$ cat src/rtl/select_logic.sv
// Select half of the issue scheduler: per-FU oldest-ready grant with an age matrix,
// registered one-cycle grant/free/clear pulses and a running count of valid rows.
module select_logic #(
  parameter int NUM_ROWS = 8,
  parameter int NUM_COLS = 8,
  parameter int NUM_FUS  = 4
) (
  input  logic                                  clk,
  input  logic                                  rst,
  input  logic                                  flush,
  input  logic                                  alloc_en,
  input  logic [$clog2(NUM_ROWS)-1:0]           alloc_row,
  input  logic [$clog2(NUM_FUS)-1:0]            alloc_fu,
  input  logic [NUM_ROWS-1:0]                   request_vector,
  input  logic [NUM_FUS-1:0]                    fu_ready,
  output logic [NUM_FUS-1:0]                    grant_valid,
  output logic [NUM_FUS*$clog2(NUM_ROWS)-1:0]   grant_row,
  output logic [NUM_ROWS-1:0]                   free_mask,
  output logic                                  clear_en,
  output logic [NUM_COLS*NUM_FUS-1:0]           clear_lines,
  output logic [$clog2(NUM_ROWS):0]             occupancy
);

  localparam int RW = $clog2(NUM_ROWS);
  localparam int FW = $clog2(NUM_FUS);
  localparam int OW = RW + 1;

  generate
    if (NUM_COLS != NUM_ROWS) begin : g_bad_cols
      $error("select_logic: NUM_COLS must equal NUM_ROWS");
    end
    if (NUM_ROWS < 2 || (NUM_ROWS & (NUM_ROWS - 1)) != 0) begin : g_bad_rows
      $error("select_logic: NUM_ROWS must be a power of two >= 2");
    end
    if (NUM_FUS < 2 || (NUM_FUS & (NUM_FUS - 1)) != 0) begin : g_bad_fus
      $error("select_logic: NUM_FUS must be a power of two >= 2");
    end
  endgenerate

  // Per-row state; older[i][j] set means row j is older than row i.
  logic [NUM_ROWS-1:0] valid;
  logic [FW-1:0]       fu_tag [NUM_ROWS];
  logic [NUM_ROWS-1:0] older  [NUM_ROWS];

  logic                          alloc_do;
  logic [NUM_ROWS-1:0]           alloc_onehot;
  logic [NUM_ROWS-1:0]           eligible;
  logic [NUM_ROWS-1:0]           cand [NUM_FUS];
  logic [NUM_FUS-1:0]            win_any;
  logic [NUM_FUS*RW-1:0]         win_row;
  logic [NUM_ROWS-1:0]           winners;
  logic [NUM_COLS*NUM_FUS-1:0]   clear_next;
  logic [NUM_ROWS-1:0]           valid_after_free;
  logic [NUM_ROWS-1:0]           valid_next_excl;
  logic [NUM_ROWS-1:0]           valid_next;
  logic [NUM_ROWS-1:0]           older_next [NUM_ROWS];
  logic [OW-1:0]                 occ_next;

  assign alloc_do = alloc_en & ~flush;

  always_comb begin
    alloc_onehot = '0;
    alloc_onehot[alloc_row] = 1'b1;
  end

  always_comb begin
    eligible = '0;
    for (int unsigned i = 0; i < NUM_ROWS; i++) begin
      eligible[i] = valid[i] & request_vector[i] & fu_ready[fu_tag[i]];
    end
  end

  // A candidate wins when no other candidate of the same FU is older than it.
  always_comb begin
    win_any    = '0;
    win_row    = '0;
    winners    = '0;
    clear_next = '0;
    for (int unsigned f = 0; f < NUM_FUS; f++) begin
      cand[f] = '0;
      for (int unsigned i = 0; i < NUM_ROWS; i++) begin
        cand[f][i] = eligible[i] & (fu_tag[i] == FW'(f));
      end
    end
    for (int unsigned f = 0; f < NUM_FUS; f++) begin
      for (int unsigned i = 0; i < NUM_ROWS; i++) begin
        if (cand[f][i] && ((older[i] & cand[f]) == '0)) begin
          win_any[f]                 = 1'b1;
          win_row[f*RW +: RW]        = RW'(i);
          winners[i]                 = 1'b1;
          clear_next[f*NUM_COLS + i] = 1'b1;
        end
      end
    end
  end

  always_comb begin
    valid_after_free = valid & ~winners;
    valid_next_excl  = valid_after_free & ~alloc_onehot;
    if (flush) begin
      valid_next = '0;
    end else if (alloc_do) begin
      valid_next = valid_after_free | alloc_onehot;
    end else begin
      valid_next = valid_after_free;
    end
  end

  // Freed rows drop all age links; a new row is youngest relative to the survivors.
  always_comb begin
    for (int unsigned i = 0; i < NUM_ROWS; i++) begin
      older_next[i] = older[i];
      for (int unsigned j = 0; j < NUM_ROWS; j++) begin
        if (winners[i] || winners[j]) begin
          older_next[i][j] = 1'b0;
        end
        if (alloc_do) begin
          if (RW'(i) == alloc_row) begin
            older_next[i][j] = valid_next_excl[j];
          end else if (RW'(j) == alloc_row) begin
            older_next[i][j] = 1'b0;
          end
        end
      end
      if (flush) begin
        older_next[i] = '0;
      end
    end
  end

  always_comb begin
    occ_next = '0;
    for (int unsigned i = 0; i < NUM_ROWS; i++) begin
      occ_next = occ_next + OW'(valid_next[i]);
    end
  end

  always_ff @(posedge clk) begin
    if (!rst) begin
      valid       <= '0;
      occupancy   <= '0;
      grant_valid <= '0;
      grant_row   <= '0;
      free_mask   <= '0;
      clear_en    <= 1'b0;
      clear_lines <= '0;
      for (int unsigned i = 0; i < NUM_ROWS; i++) begin
        fu_tag[i] <= '0;
        older[i]  <= '0;
      end
    end else begin
      valid     <= valid_next;
      occupancy <= occ_next;
      for (int unsigned i = 0; i < NUM_ROWS; i++) begin
        older[i] <= older_next[i];
      end
      if (alloc_do) begin
        fu_tag[alloc_row] <= alloc_fu;
      end
      if (flush) begin
        grant_valid <= '0;
        grant_row   <= '0;
        free_mask   <= '0;
        clear_en    <= 1'b0;
        clear_lines <= '0;
      end else begin
        grant_valid <= win_any;
        grant_row   <= win_row;
        free_mask   <= winners;
        clear_en    <= |win_any;
        clear_lines <= clear_next;
      end
    end
  end

  a_alloc_to_free_row: assert property (@(posedge clk) disable iff (!rst)
    (alloc_en && !flush) |-> !valid[alloc_row]);

  a_alloc_not_full: assert property (@(posedge clk) disable iff (!rst)
    (alloc_en && !flush) |-> (occupancy != OW'(NUM_ROWS)));

endmodule

$ cat config.mk
export PLATFORM = sky130hd
export DESIGN_NAME = select_logic
export DESIGN_NICKNAME = d
export VERILOG_FILES = /design/src/rtl/select_logic.sv
export SDC_FILE = /design/constraint.sdc
export NUM_CORES = 1
export LEC_CHECK = 0
export BUFFER_PORTS_ARGS = -buffer_cell sky130_fd_sc_hd__buf_2
export CAP_MARGIN = 0
export CORE_MARGIN = 1.5
export CORE_UTILIZATION = 28
export CTS_CLUSTER_SIZE = 12
export DETAILED_ROUTE_END_ITERATION = 8
export GPL_ROUTABILITY_DRIVEN = 0
export PLACE_DENSITY_LB_ADDON = 0.1
export SETUP_SLACK_MARGIN = 0.15
export SYNTH_ARGS = -nofsm -noshare
export SYNTH_HDL_FRONTEND = slang
export SYNTH_SLANG_ARGS = --single-unit
$ cat constraint.sdc
create_clock -name clk -period 12.7 [get_ports clk]
set_clock_uncertainty 0.05 [all_clocks]
set_input_delay 1.905 -clock clk [delete_from_list [all_inputs] [get_ports clk]]
set_output_delay 1.905 -clock clk [all_outputs]
set_load 0.03 [all_outputs]
---- Yosys cells after proc, flatten, opt, wreduce, memory -nomap -nowiden ----
Memories as Yosys holds them, arrays and structs flattened.
Index checks and enable logic that the tools add are counted.
Widths: inputs -> output; s select.
storage, ports and cells
  register bits after elaboration ......... 69
  RAM bits ................................ 80
  output and inout bits ................... 61
  word-level logic and storage cells ...... 662
  memories kept ........................... 2
memory list
  name    depth  width  read ports  clocked after Yosys merged registers in  wr ports  line  RTL
  older   8      8      8           0                                        8         43    logic [NUM_ROWS-1:0] older [NUM_ROWS];
  fu_tag  8      2      8           0                                        8         42    logic [FW-1:0] fu_tag [NUM_ROWS];
cells by class
  $add $sub $neg .......................... 7
  order comparisons ....................... 10
  eq/ne operators ......................... 31
  muxes and demuxes ....................... 404
  bitwise operators ....................... 96
  reduce and logical (&&, ||, !) cells .... 105
operators with widths
  kind                number
  $mux 1              351
  $and 8x8->8         34
  $logic_not 8->1     32
  $mux 8              18
  $mux 3              25
  $and 1x1->1         49
  $logic_and 1x1->1   33
  $eq 2x2->1 const B  16
  $logic_or 1x1->1    28
  $lt 2x3->1 const B  8
  $add 4x1->4         4
  $bmux 1 s2          8
  $eq 2x1->1 const B  8
  $logic_not 2->1     8
  $not 8->8           2
  $eq 3x3->1 const A  4
  $or 1x1->1          8
  $or 8x8->8          1
  $eq 2x3->1 const A  2
  $add 3x1->4         1
  $lt 3x4->1 const B  1
  $reduce_or 2->1     2
  $reduce_or 4->1     1
  $add 2x1->3         1
  other kinds (7)     8

---- Depth between registers and ports, before layout ----
Gate-level depths: netlist (run 1).
An unclocked memory read counts as a cell.
  depth after elaboration ................. 24
  gate-level depth with buffers ........... 19

---- Worst setup path after synthesis (run 1) ----
OpenSTA, ideal clock, no wires.
  kind .................................... in2reg
  start ................................... in request_vector[0]
  end ..................................... reg occupancy[2]
  data arrival time ....................... 5959 ps
  slack ................................... 6576 ps
  stages .................................. 16
  path through ............................ nand3b_1 > or4b_1 > a2111o_1 > or3_4 > and4_4 > buf_6 > a31oi_1 > fa_1 > fa_1 > fa_1 > inv_1 > ha_1 > inv_1 > fa_1 > xnor2_1 > and2_1
on the way
  word-level cells in the longest chain between the ends .. 22
RTL lines
  element                       line  RTL
  start: declaration            14    input logic [NUM_ROWS-1:0] request_vector,
  $and 1x1->1 (*) (2 in a row)  69    eligible[i] = valid[i] & request_vector[i] & fu_ready[fu_tag[i]];
  $and 1x1->1                   82    cand[f][i] = eligible[i] & (fu_tag[i] == FW'(f));
  $and 8x8->8                   87    if (cand[f][i] && ((older[i] & cand[f]) == '0)) begin
  $logic_not 8->1               87
  $logic_and 1x1->1             87
  $mux 1 (4 in a row)           87
  $not 8->8 (*)                 98    valid_after_free = valid & ~winners;
  $and 8x8->8 (*)               98
  $or 8x8->8                    103   valid_next = valid_after_free | alloc_onehot;
  $mux 8 (*)                    102   end else if (alloc_do) begin
  $mux 8 (*)                    100   if (flush) begin
  $add 1x1->2                   134   occ_next = occ_next + OW'(valid_next[i]);
  $add 2x1->3                   134
  $add 3x1->4                   134
  $add 4x1->4 (3 in a row)      134
  $add 4x1->4 (*)               134
  end signal: assignment        153   occupancy <= occ_next;
  end: declaration              21    output logic [$clog2(NUM_ROWS):0] occupancy
Every way passes the cells marked *; elsewhere a longest branch is shown, timed or not.
A chain may end at the register's enable or synchronous reset.

---- Final worst setup path (run 1) ----
Same ends and word-level chain as after synthesis.

==> impl_metrics.yaml, run 1 <==
sta:
  min_period_ns: 6.77
  setup_violations: 0
  tns_ns: 0
  max_slew_margin_pct: 22.0
  fmax_ghz: 0.148
  hold_viol: 0
  worst_pin_slew_ns: 1.17
  period_share_pct: 53.3
  rsz0062_at_grt: "false"
  report.final.slew_viol_count: 0
finish:
  regArea_mm2: 0.00314
  synthToLayoutAreaGrowth_pct: 16.7
  layout-drive-gt1-share_pct: 13.9
  layout.cells.non_filler: 1322
  multi_input_area_mm2: 0.00417
  fillCellCount: 2912
  diodes: 0
  fin_nets: 996
logic_synthesis:
  synth_area_per_cell_um2: 8.34
  synth.net_count: 944
  yosys_warnings: 0
  synth_cells: 916
  ys_ff_latch: 149
  synth_top_area_share_pct: 34.9
  synth_top_area_cell: "dfxtp_1"
  syn_area_mm2: 0.00764
  synth.distinct_cells: 64
  synthFlopType: "dfxtp_1"
  synth_area_leaders: "dfxtp_1 35%, and3_1 6.9%, edfxtp_1 6.3%"
  ys_seq_area_share_pct: 41.2
  async_reset_ff_share_pct: 0
  synth_edf_count: 16
setup_path:
  regToRegSetupSlack_ns: 6.88
  crit_required_ns: 13.00
  startpoint_type: "input pin"
  crit_arrival_ns: 7.07
  path_class: "input pin to flop"
  endpoint_kind: "flop"
  crit_fanout: 13
grt:
  grt_pass1_vias: 7788
  antenna_found_initial: 0
  grt_max_degree: 68
  grt-ovfl-total: 0
  grt_usage_pct: 25.8
  grt_pass1_wl_um: 53200
clock_network:
  path_clk_slew_ns: 0.08
  postCtsResizedCells: 0
  cts_made_buffers: 17
  insertion_delay_ns: 0.45
  h-tree-depth: 4
  postCtsSetupBuffers: 0
  cts_max_path_buffers: 2
  cts_tree: "built"
  cts-root-buf: "clkbuf_16"
  clock_sinks: 149
  cts_hold_repair.buffers: 0
floorplanning:
  dieArea_mm2: 0.0283
  die_w_um: 168
  die_h_um: 168
  core-area_mm2: 0.0269
  start_util_pct: 28.4
  rows: 60
  boundaryPins: 82
routing:
  postRouteAntennaNets: 0
  wl_per_cell_um: 27.7
  wirelength_um: 36700
  drcViolationCount: 0
  drt_first_pass_iters: 5
  via_per_inst: 6.16
  dr_total_vias: 8138
  drt_iter0_drc: 1047
place:
  dp.cells: 1290
  hpwl_um: 27100
  port_buffers: 81
pwr:
  max-vdd-ir-drop_mv: 0.0858
  p_leak_nw: 3.42
  powerDensity_mw_per_mm2: 120
min_path:
  min_path_type: "flop to flop"
status:
  status: "completed"
flow_run:
  drv_cap: 0
[cell families after synthesis]
| logic type | Yosys count | share of synthesized area, % |
|---|---|---|
| buf+inv | 80 | 4.36 |
| xor+xnor | 1 | 0.115 |
| simple gates | 509 | 35.7 |
| compound gates | 170 | 17.1 |
| flops | 149 | 41.2 |
| fa+ha+maj | 7 | 1.54 |
[layout make-up]
| class | instances | area share (%) |
|---|---|---|
| multi-input cells | 687 | 46.7 |
| well taps | 341 | 4.79 |
| inverters | 21 | 0.884 |
| flip-flops and latches | 149 | 35.3 |
| clock buffers | 17 | 4.77 |
| clock inverters | 15 | 2.09 |
| repair buffers | 92 | 5.47 |
[synth_stat cells, types with 4 or more instances]
| master | n |
|---|---|
| nor3b_1 | 4 |
| a21o_1 | 5 |
| and3b_1 | 8 |
| nand3b_1 | 9 |
| dfxtp_1 | 133 |
| a31oi_1 | 14 |
| a21oi_1 | 17 |
| buf_2 | 11 |
| nor3_1 | 18 |
| nand4_1 | 35 |
| nand2_1 | 97 |
| nor4_1 | 5 |
| clkbuf_1 | 41 |
| and3_1 | 84 |
| and2_1 | 23 |
| o22ai_1 | 17 |
| nor2_1 | 99 |
| a2111oi_0 | 28 |
| fa_1 | 4 |
| edfxtp_1 | 16 |
| inv_1 | 21 |
| a22oi_1 | 28 |
| nand2b_1 | 10 |
| a32oi_1 | 19 |
| nor2b_1 | 28 |
| and4_1 | 15 |
| nand3_1 | 57 |
| o32ai_1 | 8 |
| a32o_1 | 10 |
[critical path, stage by stage]
cell,delay (ns)
buf_2,0.10
nand3b_1,0.14
nor3b_1,0.97
a2111oi_0,0.28
nand3_1,0.31
and4_1,0.70
nand2_1,0.16
a21o_1,0.20
fa_1,0.44
fa_1,0.51
fa_1,0.41
inv_1,0.06
ha_1,0.16
inv_1,0.05
fa_1,0.37
xnor2_1,0.13
and2_1,0.15
[metrics by stage]
stage | area (um2) | utilization [%] | power, mW | hold slack, ns | worst slack [ns]
final | 8910 | 33.2 | 1.07 | 0.509 | 5.93
after global routing | 8910 | 33.2 | 1.10 | 0.510 | 5.80
after detailed placement | 8300 | 30.9 | 0.547 | 0.479 | 5.71
after global placement | 8300 | 30.9 | 0.548 | 0.472 | 5.80
after CTS | 8910 | 33.2 | 1.08 | 0.488 | 6.15
after floorplan | 7640 | - | 0.523 | 0.409 | 6.58
[final timing paths]
check	from	endpoint	cells past startpoint
min	older[0][0]$_SDFF_PP0_	older[0][0]$_SDFF_PP0_	1
max	request_vector[0]	occupancy[2]$_SDFF_PN0_	17
max reg2reg	valid[0]$_SDFF_PN0_	occupancy[2]$_SDFF_PN0_	16
min reg2reg	older[0][0]$_SDFF_PP0_	older[0][0]$_SDFF_PP0_	1
[state kept, by name, indices dropped and copies added, names as in the netlist]
register and cells:
older 64, clear_lines 32, fu_tag 16, grant_row 12, free_mask 8, valid 8, grant_valid 4, occupancy 4
clear_en 1
[per-layer routing]
| layer | vias up | GRT usage [%] | wire, um |
|---|---|---|---|
| met5 | - | 0 | 0 |
| met4 | 0 | 12.4 | 1650 |
| met3 | 128 | 4.58 | 2930 |
| met2 | 531 | 40.8 | 16100 |
| met1 | 3940 | 34.2 | 16000 |
| li1 | 3539 | - | - |
[cell usage in the layout (no fill, tap or decap), drive strengths merged, types with 18 or more instances in the layout]
cell type  Yosys  final
nand2         97     97
nor2b         28     28
and2          26     26
nand4         35     35
a32oi         19     19
a2111oi       28     28
inv           21     28
nand3         57     57
dfxtp        133    133
buf           18     92
and3          84     84
nor3          18     18
nor2          99     99
a22oi         28     28
[power breakdown]
part / total, mW / switching (mW) / internal (mW)
Sequential: 0.486 / 0.00732 / 0.479
Combinational: 0.0513 / 0.0396 / 0.0117
Clock: 0.528 / 0.246 / 0.282
Total: 1.07 / 0.293 / 0.773
Power figures use the tool's default switching activity.
==> run 2, diff against run 1 <==
- clock period: 12.7 -> 6.8 ns (I/O delays scaled with it)
==> run 2 against run 1 <==
Compared with the run above: global-route usage increased by 0.48 points; non-clock buffer count rose by 8; register-to-register slack worse by 5.4 ns; first-iteration DRC count is 5.5% higher; cell count grew 0.68%; routed wire length unchanged; final area up 0.49%; core utilization rose by 0.16 points; clock power increased by 85%; sequential share of layout area down 0.17 points; clock-buffer cell count increased by 1; largest power group unchanged; setup slack got worse by 4.7 ns.
==> impl_metrics.yaml, run 2 (same netlist as run 1, synthesis figures left out) <==
clock_network:
  insertion_delay_ns: 0.44
  cts-root-buf: "clkbuf_16"
  clock_sinks: 149
  cts_hold_repair.buffers: 0
  cts_max_path_buffers: 2
  postCtsResizedCells: 0
  cts_made_buffers: 17
  h-tree-depth: 4
  cts_tree: "built"
  postCtsSetupBuffers: 0
  path_clk_slew_ns: 0.07
floorplanning:
  die_h_um: 168
  die_w_um: 168
  start_util_pct: 28.4
  boundaryPins: 82
  core-area_mm2: 0.0269
  dieArea_mm2: 0.0283
  rows: 60
finish:
  fin_area_mm2: 0.00896
  layout.cells.non_filler: 1331
  mostFrequentLayoutCells: "133 x dfxtp_1, 99 x nor2_1, 96 x nand2_1, 84 x and3_1, 81 x buf_2"
  mostFrequentLayoutCell: "dfxtp_1"
  regArea_mm2: 0.00314
  fillCellCount: 2892
  synthToLayoutAreaGrowth_pct: 17.3
  multi_input_area_mm2: 0.00417
  regMostFlops: "older"
  fin_nets: 1004
  top_regs: "older: 64 flops, clear_lines: 32 flops, fu_tag: 16 flops"
  largest_register_ffs: 64
  layout-drive-gt1-share_pct: 14.5
sta:
  worst_pin_slew_ns: 0.880
  fmax_ghz: 0.179
  report.final.slew_viol_count: 0
  tns_ns: 0
  max_slew_margin_pct: 41.2
  hold_viol: 0
  min_period_ns: 5.59
  rsz0062_at_grt: "false"
  period_share_pct: 82.2
  setup_violations: 0
grt:
  antenna_found_initial: 2
  grt_max_degree: 69
  grt_pass1_wl_um: 54100
  grt_pass1_vias: 7999
  grt-ovfl-total: 0
  grt_usage_pct: 26.3
setup_path:
  crit_arrival_ns: 5.88
  startpoint_type: "input pin"
  crit_required_ns: 7.09
  cp_slowest_stage_delay_ns: 0.75
  path_cells: "buf_2 -> nor2b_1 -> and3_1 -> a2111oi_0 -> nand4_1 -> and4_1 -> nand2_1 -> a21o_1 -> fa_1 -> fa_1 -> fa_1 -> inv_1 -> ha_1 -> inv_1 -> fa_1 -> xnor2_1 -> and2_1"
  cpMaxStageDelayCell: "nor2b_1"
  endpoint_kind: "flop"
  path_class: "input pin to flop"
  cp_common_cell: "fa_1"
  crit_fanout: 13
routing:
  via_per_inst: 6.16
  wirelength_um: 36700
  postRouteAntennaNets: 0
  dr_total_vias: 8201
  wl_per_cell_um: 27.5
  drt_first_pass_iters: 6
  drt_iter0_drc: 1105
  drcViolationCount: 0
flow_run:
  drv_cap: 0
place:
  place_area_mm2: 0.00836
  dp.cells: 1298
  hpwl_um: 27200
  port_buffers: 81
min_path:
  min_path_type: "flop to flop"
pwr:
  max-vdd-ir-drop_mv: 0.139
  powerDensity_mw_per_mm2: 221
  p_leak_nw: 3.46
status:
  status: "completed"
-- run 2: critical path, delay by kind of cell --
kind,cells,cell delay [ns]
simple gates,6,2.15
compound gates,2,0.29
fa+ha+maj,5,1.92
buf+inv,3,0.37
xor+xnor,1,0.13
-- run 2: cell type report --
class / count / area share [%]
flip-flops and latches: 149 / 35.1
clock buffers: 18 / 4.79
diodes: 1 / 0.0279
inverters: 21 / 0.880
multi-input cells: 687 / 46.5
well taps: 341 / 4.76
repair buffers: 100 / 6.12
clock inverters: 14 / 1.83
-- run 2: layer usage --
metal  wire length, um  global-route usage (%)  share of wire (%)
met1             15200                    34.9                 42
met2             15900                    40.4                 43
met3              3520                    4.75                9.6
met4              2050                    14.9                5.6
met5                 0                       0                  0
-- run 2: worst paths after layout --
check | startpoint | endpoint | slack (ns) | depth (start not counted)
worst max-delay path | fu_ready[0] | occupancy[2]$_SDFF_PN0_ | 1.21 | 17
worst min-delay path | older[0][21]$_SDFF_PP0_ | older[0][21]$_SDFF_PP0_ | 0.48 | 2
worst max register to register | fu_tag[4][1]$_SDFFCE_PN0P_ | occupancy[2]$_SDFF_PN0_ | 1.51 | 16
worst min register to register | older[0][21]$_SDFF_PP0_ | older[0][21]$_SDFF_PP0_ | 0.48 | 2
-- run 2: stage by stage --
stage	hold WS (ns)	total power, mW	util [%]	worst slack (ns)
floorplan	0.409	0.977	-	1.56
global placement	0.473	1.02	31.1	0.830
detailed placement	0.470	1.02	31.1	0.893
CTS	0.480	2.00	33.3	1.34
global route	0.529	2.05	33.3	1.07
finish	0.482	1.98	33.3	1.21
-- run 2: power breakdown --
group	internal, mW	switching [mW]
registers	0.895	0.0135
logic	0.0224	0.0734
clock network	0.553	0.426
total	1.47	0.513
==> run 3, diff against run 2 <==
- clock period: 6.8 -> 5.44 ns (I/O delays scaled with it)
==> run 3 against run 2 <==
Compared with the run above: sequential cell count is the same; power grew 29%; non-clock buffer count grew 49; critical path type is now flop to flop; largest power group unchanged; highest routed layer unchanged.
==> impl_metrics.yaml, run 3 (same netlist as run 1, synthesis figures left out) <==
clock_network:
  path_clk_slew_ns: 0.07
  cts_tree: "built"
  postCtsResizedCells: 0
  clock_sinks: 149
  cts_hold_repair.buffers: 0
  cts_max_path_buffers: 2
  cts_made_buffers: 17
  h-tree-depth: 4
  cts-root-buf: "clkbuf_16"
  insertion_delay_ns: 0.44
  postCtsSetupBuffers: 0
place:
  dp.cells: 1347
  hpwl_um: 28900
  port_buffers: 81
setup_path:
  startpoint_type: "flop"
  path_cells: "buf_4 -> nand3_1 -> nor3b_1 -> buf_4 -> nor2b_1 -> nand4_1 -> and4_4 -> a31oi_1 -> fa_1 -> fa_1 -> fa_1 -> inv_1 -> ha_1 -> inv_1 -> fa_1 -> xnor2_1 -> and2_1"
  crit_fanout: 5
  path_class: "flop to flop"
  cp_num_cells: 17
  cp_common_cell: "fa_1"
  crit_family: "adder cells"
  crit_arrival_ns: 5.23
  timing.critical_path.from: "valid[0]$_SDFF_PN0_"
  worstReg2RegStart: "valid[0]$_SDFF_PN0_"
  cp_slowest_stage_delay_ns: 0.58
  reg2reg_to: "occupancy[2]$_SDFF_PN0_"
  regToRegSetupSlack_ns: 0.49
  worst-r2r-cell-count: 17
  worst-path-buf-inv: 4
  crit_required_ns: 5.72
  crit_end: "occupancy[2]$_SDFF_PN0_"
  endpoint_kind: "flop"
  cpMaxStageDelayCell: "nor3b_1"
floorplanning:
  boundaryPins: 82
  dieArea_mm2: 0.0283
  die_w_um: 168
  core-area_mm2: 0.0269
  start_util_pct: 28.4
  die_h_um: 168
  rows: 60
grt:
  grt_max_degree: 68
  grt_usage_pct: 26.7
  grt_pass1_vias: 7942
  grt-ovfl-total: 0
  antenna_found_initial: 0
  grt_pass1_wl_um: 54900
finish:
  mostFrequentLayoutCells: "133 x dfxtp_1, 99 x nor2_1, 96 x nand2_1, 84 x and3_1, 81 x buf_2"
  fillCellCount: 2891
  largest_register_ffs: 64
  fin_nets: 1053
  layout-drive-gt1-share_pct: 18.6
  mostFrequentLayoutCell: "dfxtp_1"
  regArea_mm2: 0.00314
  layout.cells.non_filler: 1379
  diodes: 0
  synthToLayoutAreaGrowth_pct: 22.5
  top_regs: "older: 64 flops, clear_lines: 32 flops, fu_tag: 16 flops"
  multi_input_area_mm2: 0.00417
  regMostFlops: "older"
pwr:
  max-vdd-ir-drop_mv: 0.162
  powerDensity_mw_per_mm2: 273
  p_leak_nw: 3.71
  power.total_mw: 2.55
routing:
  drt_iter0_drc: 1097
  wl_per_cell_um: 27.4
  postRouteAntennaNets: 0
  dr_total_vias: 8287
  via_per_inst: 6.01
  wirelength_um: 37700
  drt_first_pass_iters: 6
  drcViolationCount: 0
sta:
  max_slew_margin_pct: 40.4
  fmax_ghz: 0.202
  worst_pin_slew_ns: 0.891
  period_share_pct: 90.9
  setup_violations: 0
  hold_viol: 0
  tns_ns: 0
  report.final.slew_viol_count: 0
  min_period_ns: 4.95
  rsz0062_at_grt: "false"
min_path:
  min_path_type: "flop to flop"
flow_run:
  drv_cap: 0
status:
  status: "completed"
-- run 3: cell types whose count changed in the layout (fill, tap and decap cells not counted), sizes merged --
| cell | previous run | this run |
|---|---|---|
| diode | 1 | 0 |
| clkinv | 3 | 2 |
| inv | 29 | 30 |
| buf | 100 | 149 |
-- run 3: area by class of cell --
| type | count | area share, % |
|---|---|---|
| Sequential cell | 149 | 33.6 |
| Clock buffer | 18 | 4.81 |
| Clock inverter | 14 | 1.90 |
| Inverter | 21 | 0.842 |
| Multi-Input combinational cell | 687 | 44.5 |
| Tap cell | 341 | 4.56 |
| Timing Repair Buffer | 149 | 9.79 |
-- run 3: where the power goes --
group / leakage (nW) / switching [mW] / internal [mW] / total, mW
combinational: 2.18 / 0.0947 / 0.0329 / 0.128
clock: 0.308 / 0.564 / 0.727 / 1.29
sequential: 1.22 / 0.0161 / 1.12 / 1.13
total: 3.71 / 0.675 / 1.88 / 2.55
-- run 3: worst min-delay path by stage --
stage	startpoint	endpoint	slack [ns]	depth (start not counted)
after floorplan	older[0][26]$_SDFF_PP0_	older[0][26]$_SDFF_PP0_	0.41	2
after global placement	older[0][21]$_SDFF_PP0_	older[0][21]$_SDFF_PP0_	0.48	2
after detailed placement	older[0][5]$_SDFF_PP0_	older[0][5]$_SDFF_PP0_	0.47	2
after CTS	older[0][5]$_SDFF_PP0_	older[0][5]$_SDFF_PP0_	0.48	2
after global routing	older[0][0]$_SDFF_PP0_	older[0][0]$_SDFF_PP0_	0.51	1
final	older[0][5]$_SDFF_PP0_	older[0][5]$_SDFF_PP0_	0.50	2
-- run 3: metrics by stage --
| step | hold WS, ns | area [um2] | util [%] | setup slack, ns |
|---|---|---|---|---|
| floorplan | 0.409 | 7640 | - | 0.405 |
| global placement | 0.479 | 8730 | 32.5 | 0.176 |
| detailed placement | 0.472 | 8730 | 32.5 | 0.170 |
| CTS | 0.483 | 9360 | 34.8 | 0.568 |
| global route | 0.513 | 9360 | 34.8 | 0.301 |
| finish | 0.495 | 9360 | 34.8 | 0.493 |
-- run 3: routing by layer --
metal  up-vias  wire length (um)  GRT usage, %
met5         -                 0             0
met4         0              1490          11.6
met3       105              3420          5.50
met2       535             16800          41.7
met1      3986             16000          35.8
li1       3661                 -             -
-- run 3: worst register-to-register path, delay by kind of cell, from the launching register on --
| family | cells | cell delay (ns) |
|---|---|---|
| adders and majority gates | 5 | 1.93 |
| and+or+nand+nor | 6 | 1.52 |
| buffers and inverters | 4 | 0.59 |
| DFF | 1 | 0.36 |
| AOI/OAI and AO/OA | 1 | 0.28 |
| xor gates and xnor gates | 1 | 0.13 |
